==> src/rtl/mux_sel_scanner.sv <==
// mux_sel_scanner: round-robin select sequencer for a downstream 8:1 mux.
// Picks the next requesting channel, waits a programmable settle dwell,
// then presents the settled mux output until the consumer acknowledges.
module mux_sel_scanner #(
  parameter int DWELL_W = 4
) (
  input  logic               clk,
  input  logic               rst_n,
  input  logic               enable,
  input  logic [7:0]         req,
  input  logic [DWELL_W-1:0] dwell,
  input  logic               ack,
  output logic               S0,
  output logic               S1,
  output logic               S2,
  output logic               valid,
  output logic               busy
);

  typedef enum logic [1:0] {
    IDLE    = 2'd0,
    SETTLE  = 2'd1,
    PRESENT = 2'd2
  } state_t;

  state_t             state;
  logic [2:0]         sel;
  logic [2:0]         ptr;
  logic [DWELL_W-1:0] cnt;

  logic [2:0]         next_ch;
  logic               next_hit;
  logic [2:0]         scan_idx;

  // Round-robin search: first set req bit starting at ptr+1, wrapping 7->0,
  // with ptr itself checked last.
  always_comb begin
    // NOTE: every always_comb output gets a default first so no path leaves
    // it unassigned, which would otherwise infer a latch.
    next_ch  = ptr;
    next_hit = 1'b0;
    scan_idx = ptr;
    for (int k = 1; k <= 8; k++) begin
      scan_idx = ptr + 3'(k);
      if (!next_hit && req[scan_idx]) begin
        next_ch  = scan_idx;
        next_hit = 1'b1;
      end
    end
  end

  // Sequencer: IDLE picks a channel, SETTLE counts the dwell down,
  // PRESENT holds valid until ack.
  always_ff @(posedge clk or negedge rst_n) begin
    if (!rst_n) begin
      state <= IDLE;
      sel   <= 3'd0;
      ptr   <= 3'd7;
      cnt   <= '0;
      valid <= 1'b0;
    end else begin
      // NOTE: non-blocking assignments so every register samples the
      // pre-edge values of the others, independent of statement order.
      unique case (state)
        IDLE: begin
          if (enable && next_hit) begin
            sel   <= next_ch;
            cnt   <= dwell;
            state <= SETTLE;
          end
        end
        SETTLE: begin
          if (!enable) begin
            state <= IDLE;
          end else if (cnt == '0) begin
            valid <= 1'b1;
            state <= PRESENT;
          end else begin
            cnt <= cnt - DWELL_W'(1);
          end
        end
        PRESENT: begin
          if (ack) begin
            valid <= 1'b0;
            ptr   <= sel;
            state <= IDLE;
          end
        end
        default: begin
          state <= IDLE;
          valid <= 1'b0;
        end
      endcase
    end
  end

  // Select bits and busy decode straight from registers; no input-to-output path.
  assign S0   = sel[0];
  assign S1   = sel[1];
  assign S2   = sel[2];
  assign busy = (state != IDLE);

endmodule

==> config.mk <==
export PLATFORM = sky130hd
export DESIGN_NAME = mux_sel_scanner
export DESIGN_NICKNAME = d
export VERILOG_FILES = /design/src/rtl/mux_sel_scanner.sv
export SDC_FILE = /design/constraint.sdc
export NUM_CORES = 1
export LEC_CHECK = 0
export CAP_MARGIN = 20
export CORE_UTILIZATION = 55
export DETAILED_ROUTE_END_ITERATION = 7
export GPL_TIMING_DRIVEN = 0
export HOLD_SLACK_MARGIN = 0.05
export PLACE_DENSITY = 0.89
export REMOVE_ABC_BUFFERS = 1
export SYNTH_ARGS = -nofsm -noshare
export SYNTH_HDL_FRONTEND = slang
export SYNTH_SLANG_ARGS = --single-unit
==> constraint.sdc <==
create_clock -name clk -period 5.3 [get_ports clk]
set_clock_uncertainty 0.2 [all_clocks]
set_input_delay 1.06 -clock clk [delete_from_list [all_inputs] [get_ports clk]]
set_output_delay 1.06 -clock clk [all_outputs]
set_load 0.02 [all_outputs]
==> impl_metrics.xml <==
<?xml version="1.0" encoding="UTF-8"?>
<metrics>
  <group name="worst_setup_path">
    <metric name="critPathTopFamily" unit="">multiplexers</metric>
    <metric name="crit_end_element" unit="">flop</metric>
    <metric name="required" unit="ns">5.30</metric>
    <metric name="worstReg2RegStart" unit="">ptr[0]</metric>
    <metric name="critPathArrivalTime" unit="ns">4.19</metric>
    <metric name="count_of_buffer_and_inverter_cells_on_the_critical_path" unit="">2</metric>
    <metric name="critical-path-max-stage-delay" unit="ns">0.88</metric>
    <metric name="critical_path.max_fanout" unit="">21</metric>
    <metric name="cp-start-kind" unit="">flop</metric>
    <metric name="slowest_stage" unit="">dfstp_2</metric>
    <metric name="timing.reg2reg.worst_path_depth" unit="">8</metric>
    <metric name="rrSetupSlack" unit="ns">1.11</metric>
    <metric name="timing.setup.critical_path_class" unit="">flop to flop</metric>
    <metric name="cp_cell_sequence" unit="">inv_1, ha_1, clkinv_1, mux4_2, or4_4, o31ai_4, mux2_1, a31oi_1</metric>
    <metric name="crit-reg2reg-capture" unit="">cnt[0]</metric>
  </group>
  <group name="worst_hold_path">
    <metric name="timing.hold.worst.start" unit="">cnt[0]</metric>
    <metric name="hold_path_depth" unit="">1</metric>
    <metric name="min_to" unit="">cnt[0]</metric>
    <metric name="worst_hold_path_type" unit="">flop to flop</metric>
  </group>
  <group name="sta">
    <metric name="relative_slew_slack" unit="%">52.8</metric>
    <metric name="post-route-min-period" unit="ns">4.19</metric>
    <metric name="holdWs" unit="ns">0.308</metric>
    <metric name="rsz_0062_raised_after_global_routing" unit="">false</metric>
    <metric name="totalNegativeSetupSlack" unit="ns">0</metric>
    <metric name="fmaxAchievable" unit="MHz">238</metric>
    <metric name="transition_time_at_the_pin_with_the_least_slew_margin" unit="ns">0.706</metric>
    <metric name="slew_viol_final" unit="">0</metric>
    <metric name="finalCritPeriodShare" unit="%">79.1</metric>
    <metric name="setup_viol" unit="">0</metric>
    <metric name="hold_viol" unit="">0</metric>
  </group>
  <group name="logic_synthesis">
    <metric name="syn_area_per_cell" unit="sq um">9.92</metric>
    <metric name="postSynth.asyncResetShare" unit="%">100</metric>
    <metric name="number_of_flops_mapped_to_enable_cells_by_yosys" unit="">0</metric>
    <metric name="synthesis.instances" unit="">160</metric>
    <metric name="yosys_reg_bits" unit="">13</metric>
    <metric name="ys_warn_count" unit="">0</metric>
    <metric name="yosys_most_used_dff" unit="">dfrtp_1</metric>
    <metric name="synthesis.area" unit="sq um">1590</metric>
    <metric name="ys_seq_area_share" unit="%">20.7</metric>
    <metric name="synth_cell_types" unit="">48</metric>
  </group>
  <group name="clock_network">
    <metric name="h-tree-depth" unit="">1</metric>
    <metric name="cts_buffers" unit="">3</metric>
    <metric name="cts_tree" unit="">built</metric>
    <metric name="clock_insertion_delay_worst_skew" unit="ns">0.27</metric>
    <metric name="postCtsHoldBufs" unit="">0</metric>
    <metric name="clk_buf_depth" unit="">2</metric>
    <metric name="cts_num_sinks" unit="">13</metric>
    <metric name="post_cts_buffers" unit="">0</metric>
    <metric name="clkSlewWorstSetupHoldPaths" unit="ns">0.08</metric>
    <metric name="cts.repair.resized" unit="">0</metric>
    <metric name="root_buffer" unit="">clkbuf_4</metric>
  </group>
  <group name="routing">
    <metric name="drtIter0Drc" unit="">59</metric>
    <metric name="number_of_detailed_routing_iterations_run_before_antenna_repair" unit="">4</metric>
    <metric name="dr_total_vias" unit="">1416</metric>
    <metric name="drc_errors" unit="">0</metric>
    <metric name="drt-vias-per-instance" unit="">6.81</metric>
    <metric name="wl" unit="mm">3.62</metric>
    <metric name="ant_nets" unit="">0</metric>
    <metric name="routed_wire_length_per_instance" unit="microns">17.4</metric>
  </group>
  <group name="floorplan">
    <metric name="rows" unit="">19</metric>
    <metric name="die_x" unit="microns">55.7</metric>
    <metric name="io_pins" unit="">21</metric>
    <metric name="fp.coreArea" unit="sq um">2730</metric>
    <metric name="dieHeight" unit="microns">55.7</metric>
    <metric name="die_area" unit="sq um">3110</metric>
    <metric name="initial_standard_cell_utilization_of_the_core" unit="%">58.1</metric>
  </group>
  <group name="global_routing">
    <metric name="grt_pass1_wl" unit="mm">6.20</metric>
    <metric name="grt.overflow.total" unit="">0</metric>
    <metric name="grt_usage" unit="%">24.6</metric>
    <metric name="vias_in_the_first_global_route" unit="">1371</metric>
    <metric name="antenna_found_initial" unit="">0</metric>
    <metric name="grt_max_degree" unit="">22</metric>
  </group>
  <group name="pwr">
    <metric name="ir_worst_vdd" unit="V">0.000374</metric>
    <metric name="power_density" unit="nW/um^2">454</metric>
    <metric name="cellLeakagePower" unit="nW">0.662</metric>
  </group>
  <group name="final_layout">
    <metric name="syn_to_final_growth" unit="%">14.5</metric>
    <metric name="share_of_post_route_cells_with_drive_strength_above_1" unit="%">23.2</metric>
    <metric name="n_fill_cell" unit="">213</metric>
    <metric name="final_core_util" unit="%">66.5</metric>
    <metric name="antenna-diode-count" unit="">0</metric>
    <metric name="fin_nets" unit="">197</metric>
  </group>
  <group name="placed_design">
    <metric name="port_buffers" unit="">20</metric>
    <metric name="place.detailed.hpwl" unit="mm">2.81</metric>
    <metric name="globalplace.congestion" unit="">0.927</metric>
  </group>
  <group name="outcome">
    <metric name="run_status" unit="">finished clean</metric>
  </group>
  <group name="job">
    <metric name="cap_violations" unit="">0</metric>
  </group>
</metrics>
## logic make-up (layout without fill, tap and decap cells)
family	after synthesis	in the layout	share of synthesized area [%]
compound gates	43	43	18.8
simple gates	42	42	13.7
mux	37	37	37.0
xor+xnor	4	4	2.68
flops	13	13	20.7
buf+inv	18	35	4.81
fa+ha+maj	3	3	2.36
## sequential cells by signal (all words and copies together) (netlist names)
signal	cells
cnt	4
ptr	3
sel	3
state	2
valid	1
## metrics by stage
| stage | cell area (sq um) | cells | total power, mW | worst slack [ns] |
|---|---|---|---|---|
| after floorplan | 1550 | 153 | 0.619 | 1.62 |
| after global placement | 1790 | 204 | 0.733 | 1.07 |
| after detailed placement | 1790 | 204 | 0.759 | 0.887 |
| after CTS | 1820 | 208 | 0.819 | 1.12 |
| after global routing | 1820 | 208 | 0.891 | 0.843 |
| final | 1820 | 208 | 0.825 | 1.11 |
## routing by layer
layer / track usage [%] / part of all wire [%] / vias up
li1: - / - / 664
met1: 31.7 / 43 / 683
met2: 42.0 / 50 / 57
met3: 2.56 / 5.3 / 12
met4: 11.1 / 2.1 / 0
met5: 0 / 0 / -
## final cells by class
class / instances / area (sq um) / share of cell area [%]
clock buffers: 4 / 26.3 / 1.45
inverters: 11 / 41.3 / 2.27
multi-input cells: 129 / 1180 / 65.0
flip-flops and latches: 13 / 329 / 18.1
well taps: 31 / 38.8 / 2.13
repair buffers: 20 / 200 / 11.0
## power by group
group / internal (mW) / leakage, nW / total, mW / switching [mW]
registers: 0.134 / 0.148 / 0.193 / 0.0586
clock network: 0.0291 / 0.0150 / 0.0597 / 0.0306
logic: 0.285 / 0.499 / 0.572 / 0.287
total: 0.448 / 0.662 / 0.825 / 0.377
## synth_stat cells (all sizes together) (2+ instances only)
cell	number	area (sq um)
a2111oi	2	17.5
a211o	2	17.5
a211oi	4	30.0
a21oi	8	40.0
a221oi	2	17.5
a2bb2oi	2	17.5
a31oi	3	18.8
buf	4	22.5
clkbuf	3	12.5
dfrtp	10	250
dfstp	3	78.8
ha	3	37.5
inv	10	37.5
mux2	13	146
mux2i	8	80.1
mux4	16	360
nand2	16	60.1
nand3	3	15.0
nor2	7	26.3
nor2b	2	12.5
nor3	2	10.0
o211ai	3	22.5
o21ai	11	55.1
o31ai	2	28.8
or2	3	18.8
xnor2	2	25.0
xor2	2	17.5
## layout by cell type (no fill, tap or decap), drive strengths merged, types with 2 or more instances in the layout
cell type,count
nand2,16
nor3,2
or2,3
nand3,3
dfstp,3
mux2i,8
mux4,16
a31oi,3
a211o,2
a2bb2oi,2
a211oi,4
xnor2,2
o31ai,2
clkdlybuf4s50,20
a221oi,2
o21ai,11
a21oi,8
mux2,13
ha,3
dfrtp,10
a2111oi,2
inv,10
xor2,2
nor2,7
clkbuf,4
nor2b,2
o211ai,3
## how the worst max path moves through the flow
stage / from / end / depth (start not counted)
floorplan: ptr[0] / cnt[0] / 8
finish: ptr[0] / cnt[0] / 8
global placement: req[1] / cnt[0] / 7
CTS: ptr[0] / cnt[0] / 8
detailed placement: req[1] / cnt[0] / 7
global route: ptr[0] / cnt[0] / 8
## worst register-to-register path, stage by stage (launching register included)
cell	delay [ns]
dfstp_2	0.88
inv_1	0.18
ha_1	0.52
clkinv_1	0.35
mux4_2	0.61
or4_4	0.49
o31ai_4	0.38
mux2_1	0.38
a31oi_1	0.16
No activity file was read; power rests on OpenSTA's default activity.
